===== config.mk =====
export PLATFORM = sky130hd
export DESIGN_NAME = seq_detect_onehot_flat
export DESIGN_NICKNAME = d
export VERILOG_FILES = /design/src/rtl/seq_detect_onehot_pkg.sv /design/src/rtl/seq_detect_onehot_if.sv /design/src/rtl/seq_detect_onehot_state_reg.sv /design/src/rtl/seq_detect_onehot.sv /design/src/flat_wrapper.sv
export SDC_FILE = /design/constraint.sdc
export NUM_CORES = 1
export LEC_CHECK = 0
export CORE_ASPECT_RATIO = 0.9
export CORE_UTILIZATION = 30
export CTS_CLUSTER_DIAMETER = 50
export DETAILED_ROUTE_END_ITERATION = 7
export PLACE_DENSITY = 0.57
export SLEW_MARGIN = 15
export SYNTH_ARGS = -nofsm -noshare
export SYNTH_HDL_FRONTEND = slang
export SYNTH_HIERARCHICAL = 1
export SYNTH_SLANG_ARGS = --single-unit

===== constraint.sdc =====
create_clock -name clock -period 3.9 [get_ports clock]
set_clock_uncertainty 0.05 [all_clocks]
set_input_delay 0.585 -clock clock [delete_from_list [all_inputs] [get_ports clock]]
set_output_delay 0.585 -clock clock [all_outputs]
set_load 0.03 [all_outputs]

===== src/rtl/seq_detect_onehot_pkg.sv =====
// Shared helpers for the one-hot sequence detector: state index constants,
// one-hot legality check and pattern symbol extraction.
package seq_detect_pkg;

  localparam int S0_IDX      = 0;
  localparam int MAX_STATE_W = 64;
  localparam int MAX_IN_W    = 16;
  localparam int MAX_PAT_W   = 512;

  function automatic logic onehot_ok(input logic [MAX_STATE_W-1:0] s);
    return ($countones(s) == 1);
  endfunction

  // Callers zero-extend their pattern; the result is masked to in_w bits.
  function automatic logic [MAX_IN_W-1:0] sym(input logic [MAX_PAT_W-1:0] pattern,
                                              input int k, input int in_w);
    logic [MAX_PAT_W-1:0] shifted;
    logic [MAX_IN_W-1:0]  mask;
    shifted = pattern >> (k * in_w);
    mask    = MAX_IN_W'((1 << in_w) - 1);
    return shifted[MAX_IN_W-1:0] & mask;
  endfunction

endpackage


===== src/rtl/seq_detect_onehot_if.sv =====
// Symbol/control/status bundle of the sequence detector; slave side is the detector.
interface seq_detect_onehot_if #(
  parameter int IN_W  = 2,
  parameter int DEPTH = 4,
  parameter int CNT_W = 8
);
  logic [IN_W-1:0]       in;
  logic                  load;
  logic [DEPTH*IN_W-1:0] pattern_in;
  logic                  sticky;
  logic                  clr;
  logic                  out;
  logic [DEPTH:0]        state;
  logic [CNT_W-1:0]      match_cnt;

  modport master (output in, load, pattern_in, sticky, clr,
                  input  out, state, match_cnt);
  modport slave  (input  in, load, pattern_in, sticky, clr,
                  output out, state, match_cnt);
endinterface


===== src/rtl/seq_detect_onehot_state_reg.sv =====
// One-hot state flops: bit S0_IDX comes out of reset set, all others clear.
module onehot_state_reg
  import seq_detect_pkg::*;
#(
  parameter int W = 5
) (
  input  logic         clock,
  input  logic         init,
  input  logic [W-1:0] i_d,
  output logic [W-1:0] o_q
);

  logic [W-1:0] r_q;

  always_ff @(posedge clock or negedge init) begin
    if (!init) r_q <= W'(1) << S0_IDX;
    else       r_q <= i_d;
  end

  assign o_q = r_q;

endmodule


===== src/rtl/seq_detect_onehot.sv =====
// Moore detector for a loadable DEPTH-symbol pattern with one-hot state.
// Define SEQDET_MATCH_COUNT_EN to build the saturating match counter.
module seq_detect_onehot
  import seq_detect_pkg::*;
#(
  parameter int                      IN_W        = 2,
  parameter int                      DEPTH       = 4,
  parameter logic [DEPTH*IN_W-1:0]   PATTERN_RST = 8'hB4,
  parameter int                      CNT_W       = 8
) (
  input logic                clock,
  input logic                init,
  seq_detect_onehot_if.slave bus
);

  localparam int              SW        = DEPTH + 1;
  localparam int              DONE_IDX  = DEPTH;
  localparam int              PAT_W     = DEPTH * IN_W;
  localparam logic [SW-1:0]   S0_ONEHOT = SW'(1) << S0_IDX;

  logic [PAT_W-1:0] r_pattern;
  logic [SW-1:0]    w_state;
  logic [SW-1:0]    w_calc;
  logic [SW-1:0]    w_next;
  logic [DEPTH-1:0] w_match;
  logic [DEPTH-1:0] w_adv;
  logic [DEPTH-1:0] w_miss;
  logic             w_legal;
  logic             w_done_hold;
  logic             w_restart;

  always_ff @(posedge clock or negedge init) begin
    if (!init)         r_pattern <= PATTERN_RST;
    else if (bus.load) r_pattern <= bus.pattern_in;
  end

  for (genvar k = 0; k < DEPTH; k++) begin : g_sym
    logic [MAX_IN_W-1:0] w_sym;
    assign w_sym      = sym(MAX_PAT_W'(r_pattern), k, IN_W);
    assign w_match[k] = (w_sym == MAX_IN_W'(bus.in));
    assign w_adv[k]   = w_state[k] & w_match[k];
    assign w_miss[k]  = w_state[k] & ~w_match[k];
    if (k >= 2) begin : g_mid
      assign w_calc[k] = w_adv[k-1];
    end
  end

  // A miss in any partial state, or leaving DONE, restarts from S0 on this symbol.
  assign w_legal     = onehot_ok(MAX_STATE_W'(w_state));
  assign w_done_hold = w_state[DONE_IDX] & bus.sticky & ~bus.clr;
  assign w_restart   = (w_state[DONE_IDX] & ~w_done_hold) | (|w_miss);

  assign w_calc[0]        = w_restart & ~w_match[0];
  assign w_calc[1]        = w_adv[0] | (w_restart & w_match[0]);
  assign w_calc[DONE_IDX] = w_adv[DEPTH-1] | w_done_hold;

  always_comb begin
    w_next = w_calc;
    if (bus.load)     w_next = S0_ONEHOT;
    else if (!w_legal) w_next = S0_ONEHOT;
  end

  onehot_state_reg #(.W(SW)) u_state_reg (
    .clock (clock),
    .init  (init),
    .i_d   (w_next),
    .o_q   (w_state)
  );

  assign bus.state = w_state;
  assign bus.out   = w_state[DONE_IDX];

`ifdef SEQDET_MATCH_COUNT_EN
  logic [CNT_W-1:0] r_match_cnt;
  logic             w_enter_done;

  assign w_enter_done = ~bus.load & w_legal & w_adv[DEPTH-1];

  always_ff @(posedge clock or negedge init) begin
    if (!init)                                  r_match_cnt <= '0;
    else if (bus.load)                          r_match_cnt <= '0;
    else if (w_enter_done && (r_match_cnt != '1)) r_match_cnt <= r_match_cnt + 1'b1;
  end

  assign bus.match_cnt = r_match_cnt;
`else
  assign bus.match_cnt = '0;
`endif

endmodule

===== src/flat_wrapper.sv =====
// flat-port wrapper written by rule: the top's interface ports become plain ports
module seq_detect_onehot_flat import seq_detect_pkg::*;
#(
  parameter int                      IN_W        = 2,
  parameter int                      DEPTH       = 4,
  parameter logic [DEPTH*IN_W-1:0]   PATTERN_RST = 8'hB4,
  parameter int                      CNT_W       = 8
)
  (clock, init, bus_in, bus_load, bus_pattern_in, bus_sticky, bus_clr, bus_out, bus_state, bus_match_cnt);
  seq_detect_onehot_if #(.IN_W(IN_W), .DEPTH(DEPTH), .CNT_W(CNT_W)) bus_i ();
  input logic clock;
  input logic init;
  input wire logic [$bits(bus_i.in)-1:0] bus_in;
  input wire logic [$bits(bus_i.load)-1:0] bus_load;
  input wire logic [$bits(bus_i.pattern_in)-1:0] bus_pattern_in;
  input wire logic [$bits(bus_i.sticky)-1:0] bus_sticky;
  input wire logic [$bits(bus_i.clr)-1:0] bus_clr;
  output wire logic [$bits(bus_i.out)-1:0] bus_out;
  output wire logic [$bits(bus_i.state)-1:0] bus_state;
  output wire logic [$bits(bus_i.match_cnt)-1:0] bus_match_cnt;
  assign bus_i.in = bus_in;
  assign bus_i.load = bus_load;
  assign bus_i.pattern_in = bus_pattern_in;
  assign bus_i.sticky = bus_sticky;
  assign bus_i.clr = bus_clr;
  assign bus_out = bus_i.out;
  assign bus_state = bus_i.state;
  assign bus_match_cnt = bus_i.match_cnt;
  seq_detect_onehot #(.IN_W(IN_W), .DEPTH(DEPTH), .PATTERN_RST(PATTERN_RST), .CNT_W(CNT_W)) u_core (.clock(clock), .init(init), .bus(bus_i));
endmodule

# Word level (Yosys, flattened, before mapping)
# Cells that the tools add are included.
# Widths: inputs -> output; s select.
# word_totals
regBits	13
latchBits	0
mem_bits_rw	0
romBits	0
inputBits	15
output_inout_bits	14
word_cells	36
memories	0
# op_classes
addsub	4
n_mul	0
n_div	0
n_lt_le_gt_ge	0
n_eq_ne	5
n_shift	0
mux	2
n_bitwise	22
reduce_logical	1
# ops
op	n
$add 32x1->32	1
$add 32x32->32	1
$eq 32x2->1 const B	1
$and 1x1->1	13
$mux 5	2
$eq 2x2->1	4
$not 1->1	6
$add 1x1->2	2
$reduce_or 4->1	1
$or 1x1->1	3

# Logic depth before layout (Yosys ltp)
# depth
ltp_word	9
ltp_mapped	7
mapped_depth_nobuf	7

# Hierarchy
# Netlist, hierarchy kept.
# modules_own_cells
mod	instances	cells_per_inst	area_each_um2	seq_area_each_um2
seq_detect_onehot	1	60	638.1	205.2
onehot_state_reg	1	5	126.4	126.4

# Worst setup path after synthesis
# Ideal clock, no wire load.
# synth_path
kind	reg-to-reg
startpoint	register u_core.u_state_reg.r_q[0] (netlist: u_core/u_state_reg/o_q[0])
endpoint	register u_core.u_state_reg.r_q[2] (netlist: u_core/u_state_reg/o_q[2])
setup_ps	96
arrival_time_ps	2589
t_required_ps	3754
path_slack_ps	1166
stages_incl_launch_ff	8
path_buffers	0
synth_period_minus_slack_ps	2734
cell_sequence	dfstp_2 inv_1 fa_1 fa_1 inv_1 ha_1 or4_4 nor4_2
# synth_between
elab_chain_len	6
# synth_rtl
item	line_no	text
from (decl)	seq_detect_onehot_state_reg.sv:13	logic [W-1:0] r_q;
from (signal assigned)	seq_detect_onehot_state_reg.sv:16	if (!init) r_q <= W'(1) << S0_IDX;
from (signal assigned)	seq_detect_onehot_state_reg.sv:17	else r_q <= i_d;
$add 1x1->2 (implied by the code)	seq_detect_onehot_pkg.sv:11	return ($countones(s) == 1);
$add 32x32->32 (implied by the code)	seq_detect_onehot_pkg.sv:11	
$add 32x1->32 (implied by the code)	seq_detect_onehot_pkg.sv:11	
$eq 32x2->1	seq_detect_onehot_pkg.sv:11	
$mux 5	seq_detect_onehot.sv:60	else if (!w_legal) w_next = S0_ONEHOT;
$mux 5	seq_detect_onehot.sv:59	if (bus.load) w_next = S0_ONEHOT;
via u_core.w_next[2]	seq_detect_onehot.sv:24	logic [SW-1:0] w_next;
# The timed path passes the listed nets, and every way through them passes these cells.
# A chain may end at the register's enable or synchronous reset.

# Worst setup path in the final report
# layout_path
startpoint	register u_core.u_state_reg.r_q[0] (netlist: u_core/u_state_reg/o_q[0])
endpoint	register u_core.u_state_reg.r_q[3] (netlist: u_core/u_state_reg/o_q[3])
# The elaborated chain is that of the path after synthesis.

==> flow_summary.ini <==
[synth]
netlist_instances = 65
ys_seq_elements = 13
ys_types = 22
yosys_warnings = 6
synth-seq-area-share_pct = 43.4
avgSynthCellArea_sq_um = 11.8
syn_area_sq_um = 764

[power_and_ir_drop]
p_seq_share_pct = 47.6
p_comb_share_pct = 28.3
swShare_pct = 29.6
p_sw_w = 0.0000989
leakage_nw = 0.411
clock_power_share_pct = 24.1
vdd_ir_drop_max_v = 0.000149
p_per_area_nw_per_um2 = 343
p_int_w = 0.000235

[final_layout]
final_util_pct = 42.6
nets = 105
syn_to_final_growth_pct = 27.2
stdcell_area_sq_um = 972
final_common_cell = clkdlybuf4s50_1
n_antenna_cell = 0
layout-drive-gt1-share_pct = 25.6
layout_common_cells = 20 x clkdlybuf4s50_1, 8 x mux2_2, 8 x conb_1, 8 x dfrtp_1, 7 x inv_1

[floorplanning]
io_pins = 29
num_rows = 16
start_util_pct = 33.5
dieWidth_um = 55.2
fp.dieH_um = 49.9
die_area_sq_um = 2750
coreArea_sq_um = 2280

[clocking]
cts-root-buf = clkbuf_4
post-cts-setup-buffers = 0
cts_tree = done
cts.sinks = 13
clk_pin_slew_worst_paths_ns = 0.08
cts_hold_buf = 0
clock_latency_ns = 0.27
cts_htree_levels = 1
cts_resized = 0
clk_path_buf_depth = 2
cts_made_buffers = 3

[sta]
post-route-min-period_ns = 2.69
setup_viol = 0
min_period_over_period_pct = 69.1
worst_slew_margin_rel_pct = 61.3
fin_ws_ns = 1.21
rsz0062_at_grt = false
fmax_mhz = 371
slew_viol_final = 0
worstMarginPinSlew_ns = 0.579
hold_viol = 0
tns_ns = 0

[grt]
gr-total-overflow = 0
grt_max_degree = 14
grt_use_total_pct = 10.9
grt_pass1_vias = 543
grt_pass1_wl_um = 2330
antenna_found_initial = 0

[worst_hold_path]
min_from = u_core/r_pattern[1]
min_path_cells = 1
min-delay-path-class = register to register
whs_endpoint = u_core/r_pattern[1]

[setup_path]
r2r_start = u_core/u_state_reg/o_q[0]
rr_endpoint = u_core/u_state_reg/o_q[3]
worstSetupStartpointType = register
rr_worst_depth = 7
reg2reg_setup_slack_ns = 1.21
critPathArrivalTime_ns = 2.82
required_ns = 4.03
crit_type = register to register
cp_max_fo = 5
endpoint_kind = register

[place]
gp_congestion = 0.761
dp_hpwl_um = 1070
io_buffers = 20
postPlaceCellArea_sq_um = 946
place_ws_ns = 1.21

[detailed_routing]
dr.first_iter.drc_count = 1
vias_per_cell = 4.35
wl_per_cell_um = 11.2
ant_nets = 0
vias = 491
first_pass_iters = 3
wirelength_um = 1260
drc = 0

[run]
drv_cap = 0

[status]
run_status = finished clean
-- worst max-delay path by stage --
stage,cells past startpoint,slack [ns],endpoint,start
after floorplan,7,1.17,u_core/u_state_reg/o_q[2],u_core/u_state_reg/o_q[0]
after global placement,7,1.27,u_core/u_state_reg/o_q[2],u_core/u_state_reg/o_q[0]
after CTS,7,1.19,u_core/u_state_reg/o_q[3],u_core/u_state_reg/o_q[0]
after detailed placement,7,1.21,u_core/u_state_reg/o_q[3],u_core/u_state_reg/o_q[0]
final,7,1.21,u_core/u_state_reg/o_q[3],u_core/u_state_reg/o_q[0]
after global routing,7,1.09,u_core/u_state_reg/o_q[3],u_core/u_state_reg/o_q[0]
-- per-layer routing --
layer  vias to the layer above  GRT usage [%]  wire, um
met5                         -              0         0
met4                         0           6.25         6
met3                         2           3.94       110
met2                        22           16.9       589
met1                       230           13.1       558
li1                        237              -         -
-- final cells by class --
cell class	count	area, sq um
clock buffers	4	26.3
flip-flops and latches	13	332
inverters	7	26.3
repair buffers	20	200
multi-input cells	42	354
well taps	27	33.8
fillers	246	1310
-- cells in the mapped netlist, drive strengths merged --
cell type	n	area share [%]
buf	10	10
dfrtp	8	26
mux2	8	12
inv	7	3.4
xor2	6	6.9
dfstp	5	17
o21ai	3	2.0
a21oi	2	1.3
fa	2	5.2
nor4	2	3.3
xnor2	2	2.3
a21o	1	1.1
conb	1	0.49
ha	1	1.6
nand2	1	0.49
nand2b	1	0.82
nand4	1	0.82
nor3b	1	1.6
or2	1	0.82
or3	1	0.82
or4	1	1.5
-- critical path, cell delays in order, from the launching register on --
cell,delay [ns]
dfstp_2,0.54
inv_1,0.05
fa_1,0.49
fa_1,0.37
inv_1,0.06
ha_1,0.22
or4_4,0.56
nor4_2,0.26
-- state kept, by name, indices dropped and copies added (netlist names) --
| signal | count |
|---|---|
| u_core/u_state_reg/o_q | 5 |
| u_core/r_pattern | 8 |
-- logic make-up (layout without fill, tap and decap cells) --
group,after synthesis,in the layout,synth area share [%]
muxes,8,8,11.8
xor gates and xnor gates,8,8,9.17
DFF,13,13,43.4
and+or+nand+nor,9,9,10.1
adders and majority gates,3,3,6.87
buffers and inverters,17,31,13.7
other,1,8,0.491
AOI/OAI and AO/OA,6,6,4.42
-- power groups by stage --
stage               sequential (W)  clock (W)  combinational, W
floorplan                 0.000167          0         0.0000618
global placement          0.000161          0         0.0000946
detailed placement        0.000162          0         0.0000956
CTS                       0.000159  0.0000863         0.0000960
global route              0.000160  0.0000913          0.000103
finish                    0.000159  0.0000804         0.0000946
-- per-stage QoR --
step	power (W)	hold slack, ns	std cells
after global placement	0.000256	0.460	109
final	0.000334	0.483	113
after CTS	0.000342	0.491	113
after floorplan	0.000229	0.239	72
after detailed placement	0.000257	0.473	109
after global routing	0.000355	0.507	113
(Power assumes the default switching activity.)
